### config.mk
export PLATFORM = sky130hd
export DESIGN_NAME = vec_issue_queue
export DESIGN_NICKNAME = d
export VERILOG_FILES = /design/src/rtl/vec_issue_queue.sv
export SDC_FILE = /design/constraint.sdc
export NUM_CORES = 1
export LEC_CHECK = 0
export BUFFER_PORTS_ARGS = -buffer_cell sky130_fd_sc_hd__buf_4
export CAP_MARGIN = 5
export CORE_UTILIZATION = 54
export CTS_CLUSTER_DIAMETER = 200
export CTS_CLUSTER_SIZE = 30
export DETAILED_ROUTE_END_ITERATION = 12
export GPL_TIMING_DRIVEN = 1
export PLACE_DENSITY_LB_ADDON = 0.2
export SLEW_MARGIN = 10
export SYNTH_ARGS = -nofsm -noshare
export SYNTH_HDL_FRONTEND = slang
export SYNTH_SLANG_ARGS = --single-unit
### constraint.sdc
create_clock -name clk -period 12 [get_ports clk]
set_input_delay 0.6 -clock clk [delete_from_list [all_inputs] [get_ports clk]]
set_output_delay 0.6 -clock clk [all_outputs]
set_load 0.005 [all_outputs]
### src/rtl/vec_issue_queue.sv
// Vector issue queue: FWFT FIFO of {instruction, operands} between scalar and vector pipes.
// Optional same-cycle empty-queue bypass when VEC_IQ_BYPASS_EN is defined.
module vec_issue_queue #(
  parameter int XLEN    = 32,
  parameter int DEPTH   = 4,
  parameter int NUM_OPS = 2
) (
  input  logic                      clk,
  input  logic                      reset,
  input  logic                      inst_valid,
  output logic                      inst_ready,
  input  logic [XLEN-1:0]           instruction,
  input  logic [NUM_OPS*XLEN-1:0]   rs_data,
  input  logic                      flush,
  output logic                      iq_valid,
  input  logic                      iq_ready,
  output logic [XLEN-1:0]           iq_instruction,
  output logic [NUM_OPS*XLEN-1:0]   iq_rs_data,
  output logic [$clog2(DEPTH+1)-1:0] count,
  output logic                      full,
  output logic                      empty
);
  localparam int PW = $clog2(DEPTH);
  localparam int CW = $clog2(DEPTH+1);
  localparam int OW = NUM_OPS*XLEN;

  typedef struct packed {
    logic [XLEN-1:0] inst;
    logic [OW-1:0]   ops;
  } entry_t;

  entry_t        mem_q [DEPTH];
  logic [PW-1:0] wr_ptr_q, wr_ptr_d;
  logic [PW-1:0] rd_ptr_q, rd_ptr_d;
  logic [CW-1:0] count_q, count_d;
  logic          push, pop;
  logic          byp_present, byp_take;
  entry_t        head;

  assign full       = (count_q == CW'(DEPTH));
  assign empty      = (count_q == '0);
  assign count      = count_q;
  assign inst_ready = !full && !flush;

`ifdef VEC_IQ_BYPASS_EN
  // Empty queue shows the incoming word directly; it is only stored if not taken now.
  assign byp_present = empty && inst_valid && !flush;
  assign byp_take    = byp_present && iq_ready;
`else
  assign byp_present = 1'b0;
  assign byp_take    = 1'b0;
`endif

  assign head           = mem_q[rd_ptr_q];
  assign iq_valid       = !empty || byp_present;
  assign iq_instruction = byp_present ? instruction : head.inst;
  assign iq_rs_data     = byp_present ? rs_data     : head.ops;

  assign push = inst_valid && inst_ready && !byp_take;
  assign pop  = !empty && iq_ready && !flush;

  always_comb begin
    wr_ptr_d = wr_ptr_q;
    rd_ptr_d = rd_ptr_q;
    count_d  = count_q;
    if (flush) begin
      wr_ptr_d = '0;
      rd_ptr_d = '0;
      count_d  = '0;
    end else begin
      if (push) wr_ptr_d = wr_ptr_q + PW'(1);
      if (pop)  rd_ptr_d = rd_ptr_q + PW'(1);
      if (push && !pop)      count_d = count_q + CW'(1);
      else if (pop && !push) count_d = count_q - CW'(1);
    end
  end

  always_ff @(posedge clk) begin
    if (reset) begin
      wr_ptr_q <= '0;
      rd_ptr_q <= '0;
      count_q  <= '0;
    end else begin
      wr_ptr_q <= wr_ptr_d;
      rd_ptr_q <= rd_ptr_d;
      count_q  <= count_d;
    end
  end

  // Storage has no reset; validity is tracked solely by pointers and count.
  always_ff @(posedge clk) begin
    if (push && !reset) mem_q[wr_ptr_q] <= '{inst: instruction, ops: rs_data};
  end

endmodule
==> results of run 1 <==
## cells in the mapped netlist, types with 4 or more instances
cell,number
sky130_fd_sc_hd__buf_2,11
sky130_fd_sc_hd__buf_6,7
sky130_fd_sc_hd__clkbuf_1,6
sky130_fd_sc_hd__dfxtp_1,9
sky130_fd_sc_hd__edfxtp_1,384
sky130_fd_sc_hd__ha_1,5
sky130_fd_sc_hd__inv_1,5
sky130_fd_sc_hd__mux4_2,96
sky130_fd_sc_hd__nand2_1,4
sky130_fd_sc_hd__nor2_1,7
sky130_fd_sc_hd__nor3b_2,5
sky130_fd_sc_hd__xor2_1,4
## flip-flops by register name (all words and copies together) (netlist names), named ones only
register,count
count,3
mem_q,384
rd_ptr_q,2
wr_ptr_q,2
## through the flow
step	util	instances	setup WS, ps
2_1_floorplan	-	556	6620
3_3_place_gp	0.624	1081	8440
3_5_place_dp	0.624	1081	8430
4_1_cts	0.642	1104	7910
5_1_grt	0.642	1104	7720
6_report	0.642	1104	8070
## routing by layer
metal / global-route usage / wire (um)
met1: 0.257 / 9910
met3: 0.0529 / 2310
met4: 0.0350 / 307
met5: 0 / 0
met2: 0.318 / 12900
## power by group through the flow
| stage | combinational (W) | sequential, W | clock (W) |
|---|---|---|---|
| 3_5_place_dp | 0.000116 | 0.00156 | 0 |
| 6_report | 0.000115 | 0.00152 | 0.000644 |
| 5_1_grt | 0.000124 | 0.00153 | 0.000712 |
| 4_1_cts | 0.000116 | 0.00152 | 0.000667 |
| 3_3_place_gp | 0.000111 | 0.00155 | 0 |
| 2_1_floorplan | 0.0000440 | 0.00155 | 0 |
## worst max-delay path: cells and delay by family (launching register included)
kind	cells	cell delay [ps]
buf+inv	3	1690
flops	1	510
mux	1	620
## layout make-up
| cell class | count | area share |
|---|---|---|
| Multi-Input combinational cell | 134 | 0.149 |
| Clock inverter | 1 | 0.00179 |
| Clock buffer | 22 | 0.0265 |
| Sequential cell | 393 | 0.700 |
| Timing Repair Buffer | 214 | 0.0960 |
| Tap cell | 335 | 0.0250 |
| Inverter | 5 | 0.00112 |
## path summary, 6_finish.rpt
check | from | end | slack (ps) | cells after the start
min | instruction[21] | mem_q[3][85]$_DFFE_PP_ | 290 | 1
max | flop | iq_rs_data[1] | 8070 | 4
min reg2reg | wr_ptr_q[0]$_SDFFE_PP0P_ | wr_ptr_q[0]$_SDFFE_PP0P_ | 520 | 2
max reg2reg | count[1]$_SDFFE_PP0P_ | count[2]$_SDFFE_PP0P_ | 9170 | 9
## logic make-up (layout without fill, tap and decap cells)
family / after synthesis / after routing / share of synthesized area
muxes: 99 / 99 / 0.153
xor gates and xnor gates: 4 / 4 / 0.00244
buffers and inverters: 29 / 242 / 0.0122
adders and majority gates: 6 / 6 / 0.00575
DFF: 393 / 393 / 0.815
and+or+nand+nor: 21 / 21 / 0.00976
AOI/OAI and AO/OA: 4 / 4 / 0.00183
==> impl_metrics.csv, run 1 <==
group,metric,value,unit
outcome,outcome,"finished, final reports clean",
yosys,edff_count_synth,384,
sta,setup-violations-final,0,
placement,final_weighted_congestion_in_routability_driven_placement,0.789,
floorplanning,dieHeight,165,um
pwr,power.switching_fraction,0.189,
layout,multiInputGateArea,0.00250,sq mm
detailed_routing,drt.antenna.violating_nets,0,
detailed_routing,drt-initial-drc-count,443,
sta,clock_skew,28.5,ps
yosys,postSynthCellCount,556,
yosys,ys_async_sr_fraction,0,
pwr,intPower,0.00185,W
grt,number_of_global_route_vias_before_repair,6730,
detailed_routing,num_vias,6393,
grt,grt_start_max_net_pins,53,
pwr,design_power_total,0.00228,W
grt,grt_pass1_wl,38.3,mm
layout,insertedDiodeCount,0,
sta,fin_crit_sh,0.327,
worst_setup_path,critPathMaxFanout,52,
floorplanning,die_area,0.0273,sq mm
worst_setup_path,critical_path.cell_chain,"buf_4, buf_4, mux4_2, buf_4",
sta,fin_tns_setup,0,ps
run,maxCapViolCount,0,
detailed_routing,route.detailed.wl_per_inst,23.0,um
floorplanning,width_of_the_die,165,um
cts,clk_pin_slew_worst_paths,110,ps
cts,cts_max_path_buffers,3,
floorplanning,core_area,0.0261,sq mm
yosys,ys_ff_latch,393,
worst_setup_path,timing_worst_setup_path_type,"flop to primary output",
detailed_routing,totalWireLength,25.4,mm
cts,cts_num_sinks,393,
yosys,syn-mean-instance-area,25.8,sq um
yosys,synthFlopType,"sky130_fd_sc_hd__edfxtp_1",
pwr,cellPowerDensity,136,mW/mm^2
grt,global_route_total_overflow,0,
floorplanning,initial_cell_density_of_the_core,0.551,
sta,min_cycle_time_layout,3930,ps
sta,worst_slew_margin_rel,0.327,
worst_setup_path,timing.critical_path.slowest_stage_cell,"sky130_fd_sc_hd__buf_4",
worst_setup_path,critical_path.endpoint_type,"primary output",
sta,fmax,0.255,GHz
floorplanning,num_io_pins,204,
cts,clkLatencyLatePin,500,ps
cts,cts_buffers,17,
sta,grt_setup_unrepaired,"false",
cts,cts_tree,"yes",
worst_setup_path,cp-start-kind,"flop",
placement,dp_hpwl,15.9,mm
layout,most-common-layout-cells,"sky130_fd_sc_hd__edfxtp_1, sky130_fd_sc_hd__buf_4, sky130_fd_sc_hd__mux4_2",
floorplanning,row_count,59,
detailed_routing,drt_drc_violations_left,0,
yosys,synth_cell_types,21,
grt,grt_util_all_layers,0.191,
pwr,comb_power_share,0.050,
yosys,nets_in_the_synthesized_netlist,663,
pwr,vdd_ir_drop_max,115,uV
sta,worst_hold_slack,287,ps
cts,cts-hold-fix-buffers,0,
yosys,synth_area_leader_cell,"sky130_fd_sc_hd__edfxtp_1",
detailed_routing,drt_pass1_iterations,5,
yosys,ys.warnings.count,0,
pwr,net_switching_power,0.000432,W
yosys,post_synth_instance_area,0.0144,sq mm
cts,ctsHtreeMaxLevel,1,
sta,report.final.slew_viol_count,0,
pwr,pwr-share-seq,0.667,
worst_setup_path,critical_path_arrival,3330,ps
worst_setup_path,timing.critical_path.slowest_cell_delay,830,ps
layout,syn2layout_area_growth,16.5,%
layout,layout.filler_cells,1734,
placement,dp_area,0.0163,sq mm
layout,layout-drive-gt1-share,0.441,
min_path,worst_min_delay_path_category,"primary input to flop",
cts,cts-root-buf,"sky130_fd_sc_hd__clkbuf_16",
layout,layout_commonest_cell,"sky130_fd_sc_hd__edfxtp_1",
cts,post-cts-setup-buffers,0,
yosys,synth_top_area_share,0.803,
cts,post_cts.resized_instances,0,
yosys,yosysSeqAreaShare,0.815,
yosys,post_synth_main_area_contributors,"sky130_fd_sc_hd__edfxtp_1, sky130_fd_sc_hd__mux4_2, sky130_fd_sc_hd__dfxtp_1",
layout,final_nets,872,
placement,portBuffers,203,
worst_setup_path,timing.critical_path.mode_cell,"sky130_fd_sc_hd__buf_4",
layout,finalInstanceArea,0.0167,sq mm
worst_setup_path,worst-endpoint-required,11400,ps
detailed_routing,post_drt_via_cell_ratio,5.79,
pwr,clockPowerShare,0.282,
layout,final-seq-area,0.0117,sq mm
sta,worst_pin_slew,1010,ps
sta,timing.final.hold_violations,0,
grt,grt_antenna_before_repair,0,
pwr,power.leakage,5.46,nW
Note: power is estimated with default switching activity, not from simulation.
==> run 2: changes to the inputs <==
==> constraint.sdc (replaced) <==
create_clock -name clk -period 3.9 [get_ports clk]
set_input_delay 0.195 -clock clk [delete_from_list [all_inputs] [get_ports clk]]
set_output_delay 0.195 -clock clk [all_outputs]
set_load 0.005 [all_outputs]
==> run 2 against run 1 <==
Against the previous run: clock skew grew 7.4 ps; critical endpoint is now count[2]$_SDFFE_PP0P_; flip-flop and latch count did not move; setup slack worse by 6900 ps; largest cell class unchanged; sequential share of layout area decreased by 4.0 points.
==> impl_metrics.csv, run 2 (same netlist as run 1, synthesis figures left out) <==
group,metric,value,unit
pwr,power.switching_fraction,0.190,
placement,final_weighted_congestion_in_routability_driven_placement,0.746,
layout,final_nets,968,
pwr,comb_power_share,0.061,
layout,insertedDiodeCount,0,
sta,clock_skew,35.9,ps
detailed_routing,drt_pass1_iterations,4,
placement,post-place-ws,1250,ps
detailed_routing,drt-initial-drc-count,537,
pwr,cellPowerDensity,401,mW/mm^2
worst_setup_path,worst-endpoint-required,4330,ps
detailed_routing,post_drt_via_cell_ratio,5.52,
grt,global_route_total_overflow,0,
grt,grt_start_max_net_pins,62,
floorplanning,die_area,0.0273,sq mm
pwr,clockPowerShare,0.279,
sta,grt_setup_unrepaired,"false",
cts,cts-root-buf,"sky130_fd_sc_hd__clkbuf_16",
grt,grt_util_all_layers,0.193,
pwr,net_switching_power,0.00135,W
cts,cts_buffers,17,
cts,cts_tree,"yes",
placement,dp_hpwl,15.0,mm
worst_setup_path,worst_r2r_path_depth,9,
sta,worst_pin_slew,925,ps
worst_setup_path,timing.rr.end,"count[2]$_SDFFE_PP0P_",
sta,fin_crit_sh,0.699,
sta,setup-violations-final,0,
layout,syn2layout_area_growth,23.6,%
detailed_routing,totalWireLength,25.9,mm
sta,timing.final.hold_violations,0,
pwr,vdd_ir_drop_max,351,uV
min_path,min_to,"count[0]$_SDFFE_PP0P_",
grt,number_of_global_route_vias_before_repair,7107,
min_path,min-delay-start,"flush",
pwr,power.leakage,5.87,nW
detailed_routing,drt_drc_violations_left,0,
cts,cts_num_sinks,393,
floorplanning,num_io_pins,204,
worst_setup_path,timing_worst_setup_path_type,"flop to flop",
worst_setup_path,critical_path_arrival,3150,ps
sta,min_cycle_time_layout,2730,ps
layout,layout.filler_cells,1630,
run,maxCapViolCount,0,
min_path,worst_min_delay_path_category,"primary input to flop",
detailed_routing,route.detailed.wl_per_inst,21.6,um
pwr,intPower,0.00576,W
sta,fin_tns_setup,0,ps
pwr,pwr-share-seq,0.660,
floorplanning,width_of_the_die,165,um
sta,worst_hold_slack,31.0,ps
worst_setup_path,regToRegStartpoint,"count[2]$_SDFFE_PP0P_",
cts,cts_max_path_buffers,3,
placement,place_inst,1081,
cts,ctsHtreeMaxLevel,1,
layout,layout_commonest_cell,"sky130_fd_sc_hd__edfxtp_1",
layout,layout.cells.non_filler,1200,
layout,layout-drive-gt1-share,0.395,
grt,grt_antenna_before_repair,0,
sta,layout_setup_ws,1170,ps
floorplanning,initial_cell_density_of_the_core,0.551,
worst_setup_path,regToRegSetupSlack,1170,ps
detailed_routing,num_vias,6618,
outcome,outcome,"finished, final reports clean",
grt,grt_pass1_wl,39.3,mm
worst_setup_path,critPathMaxFanout,7,
floorplanning,dieHeight,165,um
sta,worst_slew_margin_rel,0.383,
placement,portBuffers,203,
min_path,min_delay_path_depth,3,
layout,largest_register_ffs,384,
layout,largest-register,"mem_q",
sta,report.final.slew_viol_count,0,
layout,most-common-layout-cells,"sky130_fd_sc_hd__edfxtp_1, sky130_fd_sc_hd__buf_4, sky130_fd_sc_hd__mux4_2, sky130_fd_sc_hd__dlygate4sd3_1, sky130_fd_sc_hd__clkbuf_16",
sta,fmax,0.367,GHz
cts,clkLatencyLatePin,510,ps
cts,clk_pin_slew_worst_paths,110,ps
floorplanning,row_count,59,
worst_setup_path,critical_path.endpoint_type,"flop",
detailed_routing,drt.antenna.violating_nets,0,
floorplanning,core_area,0.0261,sq mm
worst_setup_path,cp-start-kind,"flop",
-- run 2: changes by cell type in the layout (fill, tap and decap cells not counted) --
cell and change:
sky130_fd_sc_hd__nor3b_4 +1, sky130_fd_sc_hd__buf_12 +3, sky130_fd_sc_hd__nor3b_2 -1, sky130_fd_sc_hd__dfxtp_1 -3
sky130_fd_sc_hd__buf_4 -3, sky130_fd_sc_hd__dlygate4sd3_1 +96, sky130_fd_sc_hd__dfxtp_2 +3
-- run 2: area by class of cell --
class	count	area, sq um	share of cell area
Clock buffer	22	444	0.0250
Clock inverter	1	30.0	0.00169
Inverter	5	18.8	0.00106
Multi-Input combinational cell	134	2510	0.141
Sequential cell	393	11700	0.661
Tap cell	335	419	0.0236
Timing Repair Buffer	310	2610	0.147
-- run 2: how the worst max path moves through the flow --
stage / to / slack, ps / startpoint / cells after the start
CTS: count[2]$_SDFFE_PP0P_ / 1150 / count[0]$_SDFFE_PP0P_ / 9
global placement: count[2]$_SDFFE_PP0P_ / 1370 / count[2]$_SDFFE_PP0P_ / 9
floorplan: mem_q[2][0]$_DFFE_PP_ / 20 / count[2]$_SDFFE_PP0P_ / 4
global route: count[2]$_SDFFE_PP0P_ / 1030 / count[0]$_SDFFE_PP0P_ / 9
finish: count[2]$_SDFFE_PP0P_ / 1170 / count[2]$_SDFFE_PP0P_ / 9
detailed placement: count[2]$_SDFFE_PP0P_ / 1250 / count[2]$_SDFFE_PP0P_ / 9
-- run 2: power by group through the flow --
stage               combinational (W)  sequential [W]  clock (W)
floorplan                    0.000137         0.00478          0
global placement             0.000338         0.00479          0
detailed placement           0.000353         0.00479          0
CTS                          0.000436         0.00469    0.00204
global route                 0.000466         0.00470    0.00217
finish                       0.000431         0.00469    0.00199
-- run 2: stage by stage --
step | power (W) | utilization | cell area [sq um]
final | 0.00711 | 0.681 | 17700
after global routing | 0.00733 | 0.681 | 17700
after CTS | 0.00717 | 0.681 | 17700
after detailed placement | 0.00514 | 0.626 | 16300
after global placement | 0.00512 | 0.626 | 16300
after floorplan | 0.00492 | - | 14400
-- run 2: routing by layer --
metal  share of wire  global-route usage
met1            0.42               0.268
met2            0.51               0.326
met3           0.060              0.0357
met4           0.016              0.0367
met5               0                   0
-- run 2: timing repair --
| item | in CTS | in global routing |
|---|---|---|
| hold buffers | 96 | 0 |
| endpoints found under the hold margin | 384 | 0 |
| resized for setup | 0 | 0 |
| buffers inserted | 0 | 0 |
-- run 2: critical path: stages (launching register included) --
cell	delay [ps]
sky130_fd_sc_hd__dfxtp_2	370
sky130_fd_sc_hd__nor3b_4	160
sky130_fd_sc_hd__or3b_1	580
sky130_fd_sc_hd__inv_1	140
sky130_fd_sc_hd__ha_1	200
sky130_fd_sc_hd__inv_1	60
sky130_fd_sc_hd__fa_1	370
sky130_fd_sc_hd__xor2_1	170
sky130_fd_sc_hd__or3_2	410
sky130_fd_sc_hd__a21oi_1	190
==> run 3: changes to the inputs <==
--- a/config.mk
+++ b/config.mk
@@ -5,9 +5,10 @@
 export SDC_FILE = /design/constraint.sdc
 export NUM_CORES = 1
 export LEC_CHECK = 0
+export ABC_AREA = 1
 export BUFFER_PORTS_ARGS = -buffer_cell sky130_fd_sc_hd__buf_4
 export CAP_MARGIN = 5
-export CORE_UTILIZATION = 54
+export CORE_UTILIZATION = 51
 export CTS_CLUSTER_DIAMETER = 200
 export CTS_CLUSTER_SIZE = 30
 export DETAILED_ROUTE_END_ITERATION = 12
==> constraint.sdc (replaced) <==
create_clock -name clk -period 2.45 [get_ports clk]
set_input_delay 0.1225 -clock clk [delete_from_list [all_inputs] [get_ports clk]]
set_output_delay 0.1225 -clock clk [all_outputs]
set_load 0.005 [all_outputs]
==> run 3 against run 2 <==
Against the previous run: combinational power increased by 99%; core utilization shrank 3.3 points; first-iteration DRC count is 36% higher; design area is 2.8% higher; critical path depth fell by 1; register-to-register slack worse by 750 ps; highest routed layer unchanged; synthesized cell count rose by 80%; critical path type is now primary input to flop.
==> impl_metrics.csv, run 3 <==
group,metric,value,unit
outcome,outcome,"finished, final reports clean",
worst_setup_path,cp.buffers_inverters,5,
sta,timing.final.hold_violations,0,
floorplanning,num_io_pins,204,
sta,grt_setup_unrepaired,"false",
sta,setup-violations-final,0,
detailed_routing,drt.antenna.violating_nets,0,
worst_setup_path,timing.critical_path.slowest_stage_cell,"sky130_fd_sc_hd__dlygate4sd3_1",
detailed_routing,totalWireLength,31.9,mm
layout,largest-register,"mem_q",
yosys,synth_common_cells,"sky130_fd_sc_hd__edfxtp_1, sky130_fd_sc_hd__nor2_1, sky130_fd_sc_hd__o21ai_0",
detailed_routing,drt_pass1_iterations,4,
cts,cts_num_sinks,393,
min_path,worst_min_delay_path_category,"primary input to flop",
cts,cts_tree,"yes",
cts,cts-root-buf,"sky130_fd_sc_hd__clkbuf_16",
detailed_routing,drt_drc_violations_left,0,
placement,place_inst,1542,
layout,syn2layout_area_growth,23.4,%
grt,grt_util_all_layers,0.209,
sta,worst_slew_margin_rel,0.582,
worst_setup_path,cp-start-kind,"primary input",
grt,global_route_total_overflow,0,
min_path,min-delay-start,"instruction[27]",
cts,clk_pin_slew_worst_paths,110,ps
yosys,yosysSeqAreaShare,0.792,
worst_setup_path,timing.rr.end,"wr_ptr_q[1]$_SDFFE_PP0P_",
cts,cts_buffers,17,
detailed_routing,num_vias,9078,
yosys,syn-mean-instance-area,14.8,sq um
placement,dp_hpwl,16.8,mm
worst_setup_path,worst-endpoint-required,2910,ps
placement,final_weighted_congestion_in_routability_driven_placement,0.746,
worst_setup_path,worst_r2r_path_depth,8,
yosys,synth_cell_types,21,
floorplanning,dieHeight,172,um
worst_setup_path,regToRegSetupSlack,420,ps
floorplanning,initial_cell_density_of_the_core,0.525,
worst_setup_path,timing.critical_path.slowest_cell_delay,670,ps
layout,most-common-layout-cells,"sky130_fd_sc_hd__edfxtp_1, sky130_fd_sc_hd__buf_4, sky130_fd_sc_hd__nor2_1",
grt,grt_antenna_before_repair,2,
worst_setup_path,critPathMaxFanout,5,
layout,finalInstanceArea,0.0182,sq mm
worst_setup_path,critical_path.endpoint_type,"flop",
yosys,synth_top_area_share,0.780,
floorplanning,row_count,61,
placement,dp_area,0.0167,sq mm
layout,largest_register_ffs,384,
cts,post-cts-setup-buffers,0,
worst_setup_path,critical_path_arrival,2820,ps
grt,grt_start_max_net_pins,193,
placement,portBuffers,203,
pwr,vdd_ir_drop_max,546,uV
yosys,edff_count_synth,384,
detailed_routing,post_drt_via_cell_ratio,5.43,
yosys,ys_ff_latch,393,
floorplanning,width_of_the_die,172,um
sta,clock_skew,30.2,ps
yosys,yosys.cell_count.top_type,"sky130_fd_sc_hd__edfxtp_1",
sta,layout_setup_ws,93.1,ps
sta,fin_crit_sh,0.962,
placement,post-place-ws,628,ps
yosys,post_synth_instance_area,0.0148,sq mm
worst_setup_path,timing_worst_setup_path_type,"primary input to flop",
floorplanning,core_area,0.0282,sq mm
yosys,ys.warnings.count,0,
floorplanning,die_area,0.0297,sq mm
pwr,design_power_total,0.0115,W
sta,report.final.slew_viol_count,0,
yosys,ys_async_sr_fraction,0,
yosys,post_synth_main_area_contributors,"sky130_fd_sc_hd__edfxtp_1, sky130_fd_sc_hd__nor2_1, sky130_fd_sc_hd__o22ai_1",
pwr,power.leakage,6.37,nW
run,maxCapViolCount,0,
yosys,synthFlopType,"sky130_fd_sc_hd__edfxtp_1",
detailed_routing,drt-initial-drc-count,730,
sta,fmax,0.424,GHz
worst_setup_path,critical_path.startpoint,"flush",
layout,layout-drive-gt1-share,0.199,
sta,worst_pin_slew,627,ps
layout,layout.cells.non_filler,1672,
min_path,min_to,"mem_q[1][91]$_DFFE_PP_",
layout,layout.filler_cells,2053,
detailed_routing,route.detailed.wl_per_inst,19.1,um
cts,ctsHtreeMaxLevel,1,
grt,grt_pass1_wl,47.5,mm
worst_setup_path,timing.critical_path.mode_cell,"sky130_fd_sc_hd__dlygate4sd3_1",
sta,min_cycle_time_layout,2360,ps
min_path,min_delay_path_depth,2,
yosys,postSynthCellCount,1002,
cts,clkLatencyLatePin,510,ps
worst_setup_path,regToRegStartpoint,"count[1]$_SDFFE_PP0P_",
layout,final_nets,1395,
grt,number_of_global_route_vias_before_repair,8971,
layout,final_util,0.648,
yosys,synth_area_leader_cell,"sky130_fd_sc_hd__edfxtp_1",
yosys,nets_in_the_synthesized_netlist,1109,
worst_setup_path,critical_path.cell_chain,"dlygate4sd3_1, buf_4, nor2_1, dlygate4sd3_1, nand2_1, dlygate4sd3_1, nor2_1, dlygate4sd3_1",
layout,layout_commonest_cell,"sky130_fd_sc_hd__edfxtp_1",
pwr,cellPowerDensity,633,mW/mm^2
worst_setup_path,critPathTopFamily,"buffers and inverters",
cts,cts_max_path_buffers,3,
-- run 3: cell types whose count changed in the layout (fill, tap and decap cells not counted), sizes merged, moves of 3 or more --
cell	delta
inv	+14
nand3	+4
dlygate4sd3	+8
buf	+10
o22ai	+96
nor3b	-5
mux4	-96
o21ai	+191
nand2	+12
nor2	+202
mux2i	-3
-- run 3: area by class of cell --
type / count / area, sq um / share of cell area
clock buffer: 22 / 444 / 0.0243
sequential: 393 / 11700 / 0.643
antenna: 2 / 5.00 / 0.000274
timing repair buffer: 329 / 2910 / 0.159
clock inverter: 1 / 30.0 / 0.00165
multi-input combinational: 528 / 2590 / 0.142
tap: 378 / 473 / 0.0259
inverter: 19 / 76.3 / 0.00418
-- run 3: power by group --
| group | switching (W) | leakage (nW) | internal [W] |
|---|---|---|---|
| Sequential | 0.0000205 | 3.54 | 0.00744 |
| Clock | 0.00191 | 0.227 | 0.00132 |
| Combinational | 0.000418 | 2.60 | 0.000439 |
-- run 3: per-stage QoR --
step,TNS [ps],hold slack [ps]
floorplan,-63630,221
global placement,0,324
detailed placement,0,325
CTS,0,321
global route,0,323
finish,0,344
-- run 3: timing repair --
item	4_1_cts	5_1_grt
hold endpoints to repair	393	0
endpoints found under the setup margin	0	5
hold buffers	104	0
gates resized for setup	0	1
-- run 3: cell families (layout without fill, tap and decap cells) --
family / count (synthesis) / in the layout / synth area share
xor gates and xnor gates: 2 / 2 / 0.00119
AOI/OAI and AO/OA: 290 / 290 / 0.106
buffers and inverters: 81 / 371 / 0.0356
adders and majority gates: 6 / 6 / 0.00559
DFF: 393 / 393 / 0.792
other: 0 / 2 / 0
and+or+nand+nor: 230 / 230 / 0.0589
-- run 3: how the worst max path moves through the flow --
stage                                           to  slack, ps  cells after the start
after global routing      wr_ptr_q[1]$_SDFFE_PP0P_          1                      8
after floorplan              mem_q[0][0]$_DFFE_PP_       -180                      6
after detailed placement     count[2]$_SDFFE_PP0P_        630                     12
after CTS                           iq_rs_data[19]        130                      4
after global placement       count[2]$_SDFFE_PP0P_        690                     12
final                     wr_ptr_q[1]$_SDFFE_PP0P_         90                      8
-- run 3: worst register-to-register path, delay by kind of cell (launching register included) --
kind	cells	cell delay (ps)
buf+inv	2	1090
simple gates	6	480
flops	1	360
-- run 3: routing by layer --
layer,track usage,part of all wire,vias to the layer above
met1,0.263,0.42,4480
met4,0.0512,0.017,0
li1,-,-,4305
met3,0.0531,0.075,36
met2,0.363,0.49,257
met5,0,0,-
